--- src/rtl/swt_obs_pkg.sv ---
// ---------------------------------------------------------------------------
// swt_obs_pkg
// Shared definitions for the SWT observation/MISR block:
//   - swt_obs_state_e : unload FSM states (IDLE, UNLOAD, DONE)
//   - obs_flop_num()  : ceil(pins / xor_size), the number of signature flops
// ---------------------------------------------------------------------------
package swt_obs_pkg;

    typedef enum logic [1:0] {
        ST_IDLE   = 2'd0,
        ST_UNLOAD = 2'd1,
        ST_DONE   = 2'd2
    } swt_obs_state_e;

    function automatic int obs_flop_num(input int pins, input int xor_size);
        return (pins + xor_size - 1) / xor_size;
    endfunction

endpackage

--- src/rtl/swt_obs_xor_compact.sv ---
// ---------------------------------------------------------------------------
// swt_obs_xor_compact
// Purely combinational XOR fold of the observed pins into OBS_FLOP_NUM groups.
// Group g is the parity of pins [g*S +: S]; the last group may be narrower
// when OBS_PIN_NUM is not a multiple of S (S = OBS_XOR_SIZE).
// Ports:
//   in_i  [OBS_PIN_NUM-1:0]  observed address/control pins
//   obs_o [OBS_FLOP_NUM-1:0] per-group parity
// ---------------------------------------------------------------------------
module swt_obs_xor_compact #(
    parameter int OBS_PIN_NUM  = 1,
    parameter int OBS_XOR_SIZE = 3,
    parameter int OBS_FLOP_NUM = 1
) (
    input  logic [OBS_PIN_NUM-1:0]  in_i,
    output logic [OBS_FLOP_NUM-1:0] obs_o
);

    // Each pin lands in group p / S, which naturally leaves the tail group
    // holding only the leftover pins.
    always_comb begin
        obs_o = '0;
        for (int p = 0; p < OBS_PIN_NUM; p++) begin
            obs_o[p / OBS_XOR_SIZE] = obs_o[p / OBS_XOR_SIZE] ^ in_i[p];
        end
    end

endmodule

--- src/rtl/swt_obs_misr.sv ---
// ---------------------------------------------------------------------------
// swt_obs_misr
// Observation block for memory Scan Write-Thru address/control paths.
// Observed pins are XOR-folded into N = OBS_FLOP_NUM groups and captured into
// the signature register Sig, either directly or as a MISR. A start/done
// serial unload shifts Sig out LSB first and restores it afterwards.
//
// Build option: SWT_OBS_MISR_EN
//   defined   - MISR update with TAP_MASK feedback, selected by MisrMode
//   undefined - every capture is direct, MisrMode/TAP_MASK unused
//
// Ports:
//   Clock        memory port clock (single domain)
//   Reset        synchronous, active-high
//   In           observed pins [OBS_PIN_NUM-1:0]
//   CaptureEn    update Sig this cycle (IDLE only)
//   MisrMode     0 = direct capture, 1 = MISR accumulate
//   UnloadStart  request serial unload (sampled in IDLE only)
//   ScanOut      serial signature bit, LSB first, 0 when not valid
//   ScanOutValid ScanOut carries a signature bit this cycle
//   UnloadDone   one-cycle pulse after the last bit
//   Busy         FSM not IDLE
//   Out          registered signature Sig [OBS_FLOP_NUM-1:0]
//
// Unload handshake: UnloadStart is a request seen only while Busy is low;
// once accepted, ScanOutValid is high for exactly N cycles (bit 0 first),
// then UnloadDone is high for one cycle with Busy still high, after which
// Busy drops. Requests while Busy is high are dropped, not queued.
// ---------------------------------------------------------------------------
module swt_obs_misr
    import swt_obs_pkg::*;
#(
    parameter int OBS_PIN_NUM  = 1,
    parameter int OBS_XOR_SIZE = 3,
    parameter int OBS_FLOP_NUM = obs_flop_num(OBS_PIN_NUM, OBS_XOR_SIZE),
    parameter logic [OBS_FLOP_NUM-1:0] TAP_MASK = '0
) (
    input  logic                    Clock,
    input  logic                    Reset,
    input  logic [OBS_PIN_NUM-1:0]  In,
    input  logic                    CaptureEn,
    input  logic                    MisrMode,
    input  logic                    UnloadStart,
    output logic                    ScanOut,
    output logic                    ScanOutValid,
    output logic                    UnloadDone,
    output logic                    Busy,
    output logic [OBS_FLOP_NUM-1:0] Out
);

    localparam int N     = OBS_FLOP_NUM;
    localparam int CNT_W = $clog2(N + 1);
    localparam logic [CNT_W-1:0] CNT_LOAD = CNT_W'(N - 1);

    swt_obs_state_e   state_q, state_d;
    logic [N-1:0]     sig_q, sig_d;
    logic [CNT_W-1:0] cnt_q, cnt_d;
    logic [N-1:0]     obs;
    logic [N-1:0]     sig_rot;
    logic [N-1:0]     sig_cap;

    swt_obs_xor_compact #(
        .OBS_PIN_NUM  (OBS_PIN_NUM),
        .OBS_XOR_SIZE (OBS_XOR_SIZE),
        .OBS_FLOP_NUM (N)
    ) u_xor (
        .in_i  (In),
        .obs_o (obs)
    );

    // Rotate right by one: Sig[0] wraps to Sig[N-1]. After N rotations the
    // register is back to its pre-unload value.
    always_comb begin
        sig_rot = sig_q;
        for (int k = 0; k < N; k++) begin
            sig_rot[k] = sig_q[(k + 1) % N];
        end
    end

`ifdef SWT_OBS_MISR_EN
    logic [N-1:0] sig_misr;

    // Shift toward the MSB with Sig[N-1] fed back into bit 0 and into every
    // bit whose tap is set. For N = 1 this reduces to Sig[0] ^ Obs[0].
    always_comb begin
        sig_misr    = '0;
        sig_misr[0] = sig_q[N-1] ^ obs[0];
        for (int k = 1; k < N; k++) begin
            sig_misr[k] = sig_q[k-1] ^ obs[k] ^ (TAP_MASK[k] & sig_q[N-1]);
        end
    end

    assign sig_cap = MisrMode ? sig_misr : obs;
`else
    logic unused_misr;
    assign unused_misr = ^{MisrMode, TAP_MASK};
    assign sig_cap     = obs;
`endif

    always_comb begin
        state_d = state_q;
        sig_d   = sig_q;
        cnt_d   = cnt_q;
        case (state_q)
            ST_IDLE: begin
                // An unload request wins over a capture in the same cycle.
                if (UnloadStart) begin
                    state_d = ST_UNLOAD;
                    cnt_d   = CNT_LOAD;
                end else if (CaptureEn) begin
                    sig_d = sig_cap;
                end
            end
            ST_UNLOAD: begin
                sig_d = sig_rot;
                if (cnt_q == '0) begin
                    state_d = ST_DONE;
                end else begin
                    cnt_d = cnt_q - CNT_W'(1);
                end
            end
            ST_DONE: begin
                state_d = ST_IDLE;
            end
            default: begin
                state_d = ST_IDLE;
            end
        endcase
    end

    always_ff @(posedge Clock) begin
        if (Reset) begin
            state_q <= ST_IDLE;
            sig_q   <= '0;
            cnt_q   <= '0;
        end else begin
            state_q <= state_d;
            sig_q   <= sig_d;
            cnt_q   <= cnt_d;
        end
    end

    assign ScanOutValid = (state_q == ST_UNLOAD);
    assign ScanOut      = ScanOutValid & sig_q[0];
    assign UnloadDone   = (state_q == ST_DONE);
    assign Busy         = (state_q != ST_IDLE);
    assign Out          = sig_q;

endmodule

--- config.mk ---
export PLATFORM = sky130hd
export DESIGN_NAME = swt_obs_misr
export DESIGN_NICKNAME = d
export VERILOG_FILES = /design/src/rtl/swt_obs_pkg.sv /design/src/rtl/swt_obs_xor_compact.sv /design/src/rtl/swt_obs_misr.sv
export SDC_FILE = /design/constraint.sdc
export NUM_CORES = 1
export LEC_CHECK = 0
export ABC_AREA = 1
export CORE_AREA = 5 5 42 44
export DETAILED_ROUTE_END_ITERATION = 16
export DIE_AREA = 0 0 47 49
export GPL_ROUTABILITY_DRIVEN = 1
export PLACE_DENSITY = 0.3
export SYNTH_ARGS = -nofsm -noshare
export SYNTH_HDL_FRONTEND = slang
export SYNTH_SLANG_ARGS = --single-unit
--- constraint.sdc ---
create_clock -name Clock -period 0.8 [get_ports Clock]
set_input_delay 0.16 -clock Clock [delete_from_list [all_inputs] [get_ports Clock]]
set_output_delay 0.16 -clock Clock [all_outputs]
set_load 0.02 [all_outputs]
==> results.yml, run 1 <==
floorplanning:
  initial_core_util_pct: 9.73
  dieHeight_microns: 49
  die_area_sq_um: 2300
  rows: 14
  num_io_pins: 11
  die_w_microns: 47
  core_sq_um: 1400
min_path:
  hp-start: "state_q[1]"
  whs_path_depth: 1
  min_path_type: "reg -> reg"
  worst_hold_path.endpoint: "state_q[1]"
placement:
  post-place-ws_ns: -0.532
  hpwl_microns: 371
  routabilityCongestion: 0.733
  dp_cells: 50
  port_buffers: 9
worst_setup_path:
  crit_path_end_kind: "output pin"
  ff2ff_path_depth: 6
  cp-start-kind: "flop"
  cp_max_fo: 4
  worstPathRequired_ns: 0.64
  cp.arrival_ns: 0.92
  rrSetupSlack_ns: -0.16
  crit_type: "reg -> out"
  reg2reg_from: "state_q[0]"
  timing.rr.end: "Out"
routing:
  ant_nets: 0
  drcViolationCount: 0
  vias_per_cell: 3.43
  vias: 192
  firstDrtPassIters: 1
  detail_route.wl_per_cell_microns: 8.54
  drtIter0Drc: 0
  wirelength_microns: 478
cells_and_area:
  nNetsFinal: 47
  multi_input_area_sq_um: 66.3
  n_fill_cell: 164
  diodes: 0
  drive_gt1_share_pct: 57.5
  final_cells: 56
  area_delta_synth_final_pct: 153
  fin_util_pct: 24.6
  regArea_sq_um: 68.8
sta:
  fin_skew_ns: 0.00399
  layout_min_cycle_time_ns: 1.08
  maxSlewViolCount: 0
  layout_setup_ws_ns: -0.275
  hold_violations: 0
  maxSlewHeadroom_pct: 90.4
  grt_setup_unrepaired: "true"
  fin_tns_setup_ns: -1.28
  max_freq_mhz: 930
  setup_viol: 6
  period_share_pct: 134
  tightest_slew_ns: 0.143
clocking:
  clock_sinks: 3
  ctsHtreeMaxLevel: 1
  numCtsBuffers: 3
  clkLatencyLatePin_ns: 0.24
  clock-root-buffer: "clkbuf_4"
  clkTransAtPathRegs_ns: 0.04
  cts_tree: "done"
  clk_path_buf_depth: 2
  cts_hold_buf: 0
yosys:
  synth_top_area_share_pct: 44.0
  ys_seq_elements: 3
  yosysTopAreaCell: "dfxtp_1"
  synth_area_sq_um: 136
  yosys_warnings: 0
  synthTopCellsByArea: "dfxtp_1, inv_1, nor2_1"
  ys_types: 9
  synth.net_count: 27
  avgSynthCellArea_sq_um: 6.49
  seq_area_frac_synth_pct: 44.0
  syn_inst: 21
power_and_ir_drop:
  vdd_drop_max_uv: 957
  p_leak_nw: 0.171
  pwr-share-clk_pct: 46.8
  p_sw_mw: 0.155
  switching_share_pct: 26.5
  power.density_nw_per_um2: 1700
  power_frac_comb_pct: 24.4
  internal_power_mw: 0.431
  finalPower_mw: 0.586
  p_seq_share_pct: 28.8
status:
  status: "finished, violations left"
  violations: "negative setup slack"
flow_run:
  maxCapViolCount: 0
grt:
  grt_max_degree: 5
  overflow: 0
  antenna_found_initial: 0
  grt_pass1_wl_microns: 786
  grt_pass1_vias: 213
  grt_util_all_layers_pct: 4.99
==> critical path, stage by stage (launching register included) <==
cell	delay (ns)
dfxtp_4	0.35
inv_2	0.06
and3_4	0.17
buf_6	0.11
==> how the worst max path moves through the flow <==
stage                           from         end  slack, ns  cells past startpoint
after floorplan           state_q[1]  UnloadDone      -0.06                      2
after global placement    state_q[0]     ScanOut      -0.50                      2
after detailed placement  state_q[1]     ScanOut      -0.53                      3
after CTS                 state_q[1]     ScanOut      -0.27                      3
after global routing      state_q[1]     ScanOut      -0.32                      3
final                     state_q[1]     ScanOut      -0.28                      3
==> synth_stat cells <==
cell and instances:
inv_1 6, nor2_1 5, dfxtp_1 3, nand2_1 2, a21oi_1 1, and3_1 1, nand3_1 1, nor2_2 1
nor3_1 1
==> kinds of logic after synthesis <==
group,synth area share (%)
buf+inv,16.5
simple gates,35.8
compound gates,3.67
flops,44.0
==> layer usage <==
metal  vias to the layer above  wire, microns  part of all wire (%)  GRT usage, %
met5                         -              0                     0             0
met2                        10            248                    52          7.47
met4                         0              0                     0          2.76
li1                        100              -                     -             -
met1                        82            161                    34          4.38
met3                         0             68                    14          4.43
==> cells in the final DEF (no fill, tap or decap) <==
master           instances
nor2_2                   1
a21oi_1                  1
buf_6                    5
dfxtp_4                  2
inv_1                    3
nor2_1                   4
clkbuf_1                 1
dfxtp_2                  1
buf_4                    6
nor3_1                   1
inv_2                    3
nand3_1                  1
nand2_1                  2
and3_4                   1
clkbuf_4                 3
clkdlybuf4s50_1          4
nor2_4                   1
==> final cells by class <==
type                    instances  share of cell area, %
repair buffers                 15                   40.9
multi-input cells              12                   19.2
inverters                       6                   6.52
well taps                      16                   5.80
flip-flops and latches          3                   19.9
clock buffers                   4                   7.61
==> state kept, by name, indices dropped and copies added (netlist names) <==
| register | flops |
|---|---|
| Out | 1 |
| state_q | 2 |
==> through the flow <==
stage | hold slack [ns] | cell area [sq um]
finish | 0.461 | 345
global route | 0.471 | 345
CTS | 0.459 | 337
detailed placement | 0.499 | 282
global placement | 0.470 | 282
floorplan | 0.237 | 141
==> power groups by stage <==
stage	logic (mW)	clock network [mW]	registers [mW]
after floorplan	0.0407	0	0.173
after global placement	0.120	0	0.169
after detailed placement	0.121	0	0.170
after CTS	0.142	0.280	0.171
after global routing	0.155	0.309	0.170
final	0.143	0.274	0.169
==> what timing repair did <==
action,4_1_cts,5_1_grt
hold endpoints to repair,0,0
gates resized for setup,34,6
endpoints found under the setup margin,7,7
gates cloned,0,0
setup buffers,3,0
pin swaps,1,3
Note: power is estimated with default switching activity, not from simulation.
==> inputs of run 2 (changes only) <==
==> constraint.sdc (replaced) <==
create_clock -name Clock -period 0.8 [get_ports Clock]
set_input_delay 0.16 -clock Clock [delete_from_list [all_inputs] [get_ports Clock]]
set_output_delay 0.16 -clock Clock [all_outputs]
set_load 0.01 [all_outputs]
==> results.yml, run 2 (synthesis results as in run 1) <==
routing:
  ant_nets: 0
  vias: 189
  vias_per_cell: 3.44
  detail_route.wl_per_cell_microns: 9.98
  firstDrtPassIters: 2
  drtIter0Drc: 1
  drcViolationCount: 0
  wirelength_microns: 549
cells_and_area:
  diodes: 0
  layout_commonest_cell: "buf_6"
  final_cells: 55
  top_register: "state_q"
  final_area_sq_um: 348
  nNetsFinal: 46
  fin_util_pct: 24.8
  drive_gt1_share_pct: 61.5
  n_fill_cell: 173
  largest_reg_flops: 2
  mostFrequentLayoutCells: "buf_6, nor2_1, clkdlybuf4s50_1"
  area_delta_synth_final_pct: 155
floorplanning:
  die_area_sq_um: 2300
  initial_core_util_pct: 9.73
  num_io_pins: 11
  core_sq_um: 1400
  dieHeight_microns: 49
  die_w_microns: 47
  rows: 14
power_and_ir_drop:
  power_frac_comb_pct: 22.7
  p_sw_mw: 0.154
  switching_share_pct: 26.7
  vdd_drop_max_uv: 771
  internal_power_mw: 0.424
  pwr-share-clk_pct: 48.0
  p_leak_nw: 0.165
  finalPower_mw: 0.579
  power.density_nw_per_um2: 1660
  p_seq_share_pct: 29.3
grt:
  grt_util_all_layers_pct: 5.41
  overflow: 0
  grt_max_degree: 5
  grt_pass1_vias: 205
  grt_pass1_wl_microns: 800
  antenna_found_initial: 0
sta:
  layout_setup_ws_ns: -0.262
  period_share_pct: 133
  max_freq_mhz: 942
  fin_tns_setup_ns: -1.31
  tightest_slew_ns: 0.158
  hold_violations: 0
  grt_setup_unrepaired: "true"
  fin_hold_ws_ns: 0.464
  maxSlewViolCount: 0
  setup_viol: 7
  fin_skew_ns: 0.00381
  layout_min_cycle_time_ns: 1.06
  maxSlewHeadroom_pct: 89.4
worst_setup_path:
  worstPathRequired_ns: 0.64
  cp-start-kind: "flop"
  crit_path_end_kind: "output pin"
  cp.arrival_ns: 0.90
  cp_max_fo: 4
  crit_type: "reg -> out"
placement:
  dp_cells: 49
  routabilityCongestion: 0.712
  port_buffers: 9
  hpwl_microns: 306
  post-place-ws_ns: -0.418
  post_dp_cell_area_sq_um: 269
clocking:
  cts_tree: "done"
  clkLatencyLatePin_ns: 0.24
  cts_hold_buf: 0
  numCtsBuffers: 3
  clkTransAtPathRegs_ns: 0.04
  clock_sinks: 3
  clk_path_buf_depth: 2
  ctsHtreeMaxLevel: 1
  clock-root-buffer: "clkbuf_4"
min_path:
  min_path_type: "reg -> reg"
flow_run:
  maxCapViolCount: 0
status:
  status: "finished, violations left"
  violations: "negative setup slack"
[run 2: changes by cell type in the layout (fill, tap and decap cells not counted), sizes merged]
cell / delta
buf: -1
[run 2: timing repair]
action	4_1_cts	5_1_grt
buffers inserted	2	2
endpoints found under the hold margin	0	0
pin swaps	4	3
endpoints found under the setup margin	6	7
gates cloned	0	0
resized for setup	34	7
[run 2: final cells by class]
class | instances | area [sq um] | share of cell area [%]
Tap cell | 16 | 20.0 | 5.76
Multi-Input combinational cell | 12 | 81.3 | 23.4
Sequential cell | 3 | 68.8 | 19.8
Timing Repair Buffer | 14 | 129 | 37.1
Clock buffer | 4 | 26.3 | 7.55
Inverter | 6 | 22.5 | 6.47
[run 2: critical path: stages (launching register included)]
cell and delay, ns:
dfxtp_4 0.35, inv_2 0.06, and3_4 0.16, buf_6 0.09
[run 2: power groups by stage]
stage | registers (mW) | logic, mW | clock network, mW
finish | 0.169 | 0.131 | 0.278
global route | 0.171 | 0.144 | 0.322
CTS | 0.168 | 0.114 | 0.290
detailed placement | 0.169 | 0.101 | 0
global placement | 0.169 | 0.102 | 0
floorplan | 0.170 | 0.0315 | 0
[run 2: final timing paths]
kind / cells past startpoint / end / from / slack [ns]
worst min-delay path: 1 / state_q[1] / state_q[1] / 0.46
worst min register to register: 1 / state_q[1] / state_q[1] / 0.46
worst max-delay path: 3 / ScanOut / state_q[1] / -0.26
worst max register to register: 6 / Out / state_q[1] / -0.16
[run 2: layer usage]
metal / GRT usage (%) / share of wire [%] / vias to the layer above
met2: 6.33 / 50 / 10
met4: 5.53 / 0 / 0
li1: - / - / 99
met5: 0 / 0 / -
met3: 5.54 / 13 / 0
met1: 4.80 / 36 / 80
